File: config.mk
export PLATFORM = sky130hd
export DESIGN_NAME = bram_port_arbiter
export DESIGN_NICKNAME = d
export VERILOG_FILES = /design/src/rtl/bram_arb_pkg.sv /design/src/rtl/rr_pick.sv /design/src/rtl/bram_port_arbiter.sv
export SDC_FILE = /design/constraint.sdc
export NUM_CORES = 1
export LEC_CHECK = 0
export ABC_AREA = 1
export BUFFER_PORTS_ARGS = -buffer_cell sky130_fd_sc_hd__buf_2
export CORE_ASPECT_RATIO = 1.5
export CORE_UTILIZATION = 45
export CTS_BUF_LIST = sky130_fd_sc_hd__clkbuf_16
export DETAILED_ROUTE_END_ITERATION = 8
export HOLD_SLACK_MARGIN = 0.03
export PLACE_DENSITY = 0.8
export SLEW_MARGIN = 10
export SYNTH_ARGS = -nofsm -noshare
export SYNTH_HDL_FRONTEND = slang
export SYNTH_SLANG_ARGS = --single-unit
File: constraint.sdc
create_clock -name clk -period 3.7 [get_ports clk]
set_input_delay 0.555 -clock clk [delete_from_list [all_inputs] [get_ports clk]]
set_output_delay 0.555 -clock clk [all_outputs]
set_load 0.01 [all_outputs]
File: src/rtl/bram_arb_pkg.sv
// Shared types and constants for the block-RAM port arbiter.
package bram_arb_pkg;

    localparam int unsigned BRAM_AW   = 15;
    localparam int unsigned BRAM_DW   = 32;

    localparam int unsigned REQ_FETCH = 0;
    localparam int unsigned REQ_DATA  = 1;
    localparam int unsigned REQ_DMA   = 2;

    typedef enum logic [1:0] {
        IDLE,
        ISSUE,
        CAPTURE,
        DONE
    } arb_state_e;

    // Width of a requester index; at least one bit.
    function automatic int unsigned ptr_width(input int unsigned n);
        return (n > 1) ? $clog2(n) : 1;
    endfunction

endpackage

File: src/rtl/rr_pick.sv
// Combinational round-robin picker: first set request at or after ptr, wrapping.
module rr_pick
    import bram_arb_pkg::*;
#(
    parameter int unsigned NREQ = 3,
    parameter int unsigned PW   = ptr_width(NREQ)
) (
    input  logic [NREQ-1:0] req,
    input  logic [PW-1:0]   ptr,
    output logic            valid,
    output logic [PW-1:0]   idx
);

    logic [PW-1:0] slot;

    // Scan from the far end so the slot closest to ptr is written last and wins.
    always_comb begin
        valid = 1'b0;
        idx   = '0;
        slot  = '0;
        for (int k = int'(NREQ) - 1; k >= 0; k--) begin
            slot = PW'((32'(ptr) + 32'(k)) % NREQ);
            if (req[slot]) begin
                valid = 1'b1;
                idx   = slot;
            end
        end
    end

endmodule

File: src/rtl/bram_port_arbiter.sv
// Round-robin multi-master controller for a single-port block RAM with
// one-cycle registered read latency; one access every four cycles.
module bram_port_arbiter
    import bram_arb_pkg::*;
#(
    parameter int unsigned NREQ = 3,
    parameter int unsigned AW   = BRAM_AW,
    parameter int unsigned DW   = BRAM_DW
) (
    input  logic               clk,
    input  logic               rst,
    input  logic [NREQ-1:0]    req,
    input  logic [NREQ-1:0]    req_we,
    input  logic [NREQ*AW-1:0] req_addr,
    input  logic [NREQ*DW-1:0] req_wdata,
    output logic [NREQ-1:0]    rdy,
    output logic [DW-1:0]      rdata,
    output logic               busy,
    output logic [AW-1:0]      ram_addr,
    output logic [DW-1:0]      ram_din,
    output logic               ram_we,
    input  logic [DW-1:0]      ram_dout
);

    localparam int unsigned PW = ptr_width(NREQ);

    arb_state_e      state, state_nxt;
    logic [PW-1:0]   gnt, gnt_nxt;
    logic [PW-1:0]   ptr, ptr_nxt;
    logic            wr, wr_nxt;
    logic [NREQ-1:0] rdy_nxt;
    logic [DW-1:0]   rdata_nxt;
    logic [AW-1:0]   addr_nxt;
    logic [DW-1:0]   din_nxt;
    logic            we_nxt;
    logic            busy_nxt;

    logic            pick_valid;
    logic [PW-1:0]   pick_idx;

    logic [AW-1:0]   slot_addr  [NREQ];
    logic [DW-1:0]   slot_wdata [NREQ];

    for (genvar i = 0; i < NREQ; i++) begin : g_slot
        assign slot_addr[i]  = req_addr[i*AW +: AW];
        assign slot_wdata[i] = req_wdata[i*DW +: DW];
    end

    rr_pick #(
        .NREQ (NREQ),
        .PW   (PW)
    ) u_pick (
        .req   (req),
        .ptr   (ptr),
        .valid (pick_valid),
        .idx   (pick_idx)
    );

    // Next-state and registered-output logic; ram_addr/ram_din hold between accesses.
    always_comb begin
        state_nxt = state;
        gnt_nxt   = gnt;
        ptr_nxt   = ptr;
        wr_nxt    = wr;
        rdy_nxt   = '0;
        rdata_nxt = rdata;
        addr_nxt  = ram_addr;
        din_nxt   = ram_din;
        we_nxt    = 1'b0;
        case (state)
            IDLE: begin
                if (pick_valid) begin
                    gnt_nxt   = pick_idx;
                    addr_nxt  = slot_addr[pick_idx];
                    din_nxt   = slot_wdata[pick_idx];
                    we_nxt    = req_we[pick_idx];
                    wr_nxt    = req_we[pick_idx];
                    state_nxt = ISSUE;
                end
            end
            ISSUE: begin
                state_nxt = CAPTURE;
            end
            CAPTURE: begin
                if (!wr) begin
                    rdata_nxt = ram_dout;
                end
                rdy_nxt[gnt] = 1'b1;
                state_nxt    = DONE;
            end
            DONE: begin
                ptr_nxt   = (gnt == PW'(NREQ - 1)) ? '0 : gnt + PW'(1);
                state_nxt = IDLE;
            end
            default: begin
                state_nxt = IDLE;
            end
        endcase
        busy_nxt = (state_nxt != IDLE);
    end

    always_ff @(posedge clk or posedge rst) begin
        if (rst) begin
            state    <= IDLE;
            gnt      <= '0;
            ptr      <= '0;
            wr       <= 1'b0;
            rdy      <= '0;
            rdata    <= '0;
            busy     <= 1'b0;
            ram_addr <= '0;
            ram_din  <= '0;
            ram_we   <= 1'b0;
        end else begin
            state    <= state_nxt;
            gnt      <= gnt_nxt;
            ptr      <= ptr_nxt;
            wr       <= wr_nxt;
            rdy      <= rdy_nxt;
            rdata    <= rdata_nxt;
            busy     <= busy_nxt;
            ram_addr <= addr_nxt;
            ram_din  <= din_nxt;
            ram_we   <= we_nxt;
        end
    end

endmodule

==> reports/summary.md <==
The flow ran to the end, and the final reports show no timing, DRC or antenna violations. After legalization and detailed placement, the total HPWL measured 10,900 microns. The instance count of the mapped netlist is 610, and the final design area excluding fillers is 6550 sq um.

The run gives 14,700 microns as the final wirelength. Counting flops and latches in the post-synthesis netlist gives 91. The top cell types in the final layout, fill and taps aside, are sky130_fd_sc_hd__buf_2 (264), sky130_fd_sc_hd__inv_1 (103), sky130_fd_sc_hd__nand3_1 (96). The routability-driven placement congestion ratio was 0.869; the mean post-synth cell area was 8.09 sq um. The placed instances occupy a cell area of 6230 sq um.

The number of detailed-routing iterations run before antenna repair came out at 6. Setup repair after global routing left no endpoint under its margin. Post-synthesis cell area: 4930 sq um.

The die is 87.5 microns wide. Yosys attributes the largest share of cell area to sky130_fd_sc_hd__dfrtp_1 (46%), sky130_fd_sc_hd__nand3_1 (9.7%), sky130_fd_sc_hd__a21oi_1 (8.8%), sky130_fd_sc_hd__inv_1 (7.9%), sky130_fd_sc_hd__mux2_2 (7.1%). Counting flops with a built-in enable in the synthesized netlist gives 0. Cell type with the largest total area after synthesis: sky130_fd_sc_hd__dfrtp_1.

The async set-reset flop share out of synthesis was 100%; the maximum number of pins on one net before global-route repair was 52. The longest clock path from root to sink contains 2 buffers. CTS saw 91 sinks. Across all layers, the routed design uses 5,001 vias.

The number of H-tree levels was 3; the endpoint arrival time on the critical path was 2.76 ns. Buffers inserted to repair hold after CTS numbered 0. The path type of the worst min-delay path was input pin to async pin.

Of the total synthesized cell area, the portion taken by XOR and XNOR cells is 0%. The analysis attributes to cell leakage a power of 3.73 nW. The setup path with the least slack is of type register to register.

After synthesis, the largest family of logic cells by area is simple AND/OR/NAND/NOR gates. The tools report the sequential-to-total area share from yosys stat as 46.2%. In this run the tightest slew margin relative to its limit is 34.3%. Number of input and output port buffers inserted: 264.

Adding up every negative setup slack in the final design gives 0 ns. In the final design database the tool counted 1,040 nets. For the pin with the worst max-slew slack, the measured transition is 0.981 ns. 265 I/O pins were placed.

Dividing total power by cell area gives a power density of 957 nW/um^2. Along the worst path, the maximum fanout reaches 45. Summed over its instances, the top area cell type makes up 46.2% of the synthesized netlist area. The total count of max-transition violations in the final report is 0, and the initial core utilization is 46.3%.

Count of unique library cells instantiated by Yosys: 24. The DRC violations left was 0. Relative to the synthesized area, the layout overhead comes to 32.8%.

The first global-routing pass estimated 22,200 microns of wire. Summing the areas of all and, or, nand and nor instances in the mapped netlist gives 20.9% of the synthesized area. The initial antenna violation count came out at 4.

The register clock-pin slew on the reported worst setup and hold paths is 0.07 ns. The worst setup path is captured at a register. The worst supply voltage drop on vdd was 0.645 mV. For this run, the total global-route usage over all layers was measured as 25.5%. The initialized floorplan defines 46 standard-cell rows. On the final layout, the worst clock skew is 0.00538 ns. Final critical delay including setup and external delays: 2.51 ns.

Fill cells in the final layout number 954. The total count of hold-check failures in the final report is 0. Post-CTS timing repair inserted 0 buffers for setup. The tools report the max-cap check violation count as 0.

The number of vias per cell came out at 4.98. Global routing finished with a remaining overflow of 0. The final-report setup violation count was 0; the area share of fa/ha/maj cells after synthesis was 1.27%. The number of antenna-violating nets in the routed design came out at 0.

Of the post-synthesis cell area, the part taken by muxes is 7.31%. The number of nets produced by synthesis came out at 796. The core region is 10,600 sq um. Root buffer cell: sky130_fd_sc_hd__clkbuf_16.

Measured on the finished design, the core utilization comes to 61.5%. The initial detailed-routing violation count is 269, and the clock latency on the worst-skew pair is 0.34 ns. The tools report the via count of the first global-routing pass as 4,605.

The synthesized netlist devotes 11.0% of its cell area to compound gates. Dividing the detail-routed wire length by the instance count gives 14.7 microns. TritonCTS built the clock tree. The floorplan step defined a die boundary enclosing 11,400 sq um. The run gives 9 as the number of buffers inserted during clock tree synthesis. Timing would allow up to 0.399 GHz.

The Yosys step of the flow raised 0 warnings. At the worst endpoint, the required time is 3.96 ns. STA classifies the critical path startpoint as a register. The period utilization came out at 67.7%. Among all flip-flop cells after synthesis, the most frequent one is sky130_fd_sc_hd__dfrtp_1. The die is 130 microns tall. The post-cts gate resize count is 0. Leading cell type in the layout, fill and taps excluded: sky130_fd_sc_hd__buf_2.

The fraction of final layout cells with drive strength greater than 1 came out at 39.3%.
-- registers in the layout, indices dropped and copies added (netlist names) --
signal    count
busy          1
gnt           2
ptr           2
ram_addr     15
ram_din      32
ram_we        1
rdata        32
rdy           3
state         2
wr            1
-- kinds of logic (layout without fill, tap and decap cells) --
| kind of cell | after synthesis | after routing |
|---|---|---|
| flip-flops | 91 | 91 |
| multiplexers | 32 | 32 |
| buffers and inverters | 146 | 395 |
| AO/OA/AOI/OAI | 101 | 101 |
| AND/OR/NAND/NOR | 235 | 235 |
| other | 0 | 2 |
| adder cells (fa/ha/maj) | 5 | 5 |
-- metrics by stage --
stage                     total power [mW]  setup WS [ns]  cells  hold WS, ns
after floorplan                       4.40          0.781    610        0.429
after global placement                5.24           1.25    987        0.459
after detailed placement              5.34           1.22    987        0.463
after CTS                             6.29           1.19   1003        0.269
after global routing                  6.78          0.965   1004        0.302
final                                 6.27           1.19   1005        0.256
-- worst max-delay path: stages, from the launching register on --
cell and delay, ns:
sky130_fd_sc_hd__dfrtp_1 0.34, sky130_fd_sc_hd__inv_1 0.05, sky130_fd_sc_hd__ha_1 0.34, sky130_fd_sc_hd__inv_2 0.09
sky130_fd_sc_hd__nand2_1 0.06, sky130_fd_sc_hd__nor2_1 0.11, sky130_fd_sc_hd__a21oi_2 0.05, sky130_fd_sc_hd__nand2_1 0.08
sky130_fd_sc_hd__nand2_2 0.27, sky130_fd_sc_hd__inv_2 0.71, sky130_fd_sc_hd__nor2_1 0.11, sky130_fd_sc_hd__a21oi_1 0.16
-- final cells by class --
cell class / count / area, sq um / share of cell area [%]
repair buffers: 270 / 1370 / 20.9
inverters: 109 / 410 / 6.27
clock buffers: 9 / 225 / 3.44
multi-input cells: 373 / 2000 / 30.5
flip-flops and latches: 91 / 2280 / 34.8
clock inverters: 7 / 85.1 / 1.30
well taps: 144 / 180 / 2.75
diodes: 2 / 5.00 / 0.0764
-- where the power goes --
group	internal (mW)	switching [mW]
Combinational	1.33	2.22
Sequential	1.51	0.250
Clock	0.537	0.413
Total	3.38	2.88
-- routing by layer --
metal	wire, microns	GRT usage (%)	up-vias
met5	13	0	-
met4	419	12.1	2
met3	1240	5.44	32
met2	7660	46.4	232
met1	5410	28.0	2293
li1	-	-	2442
-- cell usage after synthesis (all sizes together) (2+ instances only) --
master / instances
a21boi: 2
ha: 5
mux2: 32
nor3: 2
nand3: 97
buf: 36
or2: 2
inv: 109
o21ai: 3
dfrtp: 91
nor2: 53
nand2: 79
o211ai: 3
a21oi: 93
-- worst paths after layout --
kind	cells after the start	start	slack [ns]	to
hold / removal	2	rst	0.26	ram_din[22]
max in group asynchronous	3	rst	2.63	state[0]
hold reg to reg	1	gnt[1]	0.47	rdy[0]
setup / recovery	11	ptr[0]	1.19	ram_addr[5]
min in group clk	2	ram_dout[0]	0.44	rdata[0]
setup reg to reg	11	ptr[0]	1.19	ram_addr[5]
(Power assumes the default switching activity.)
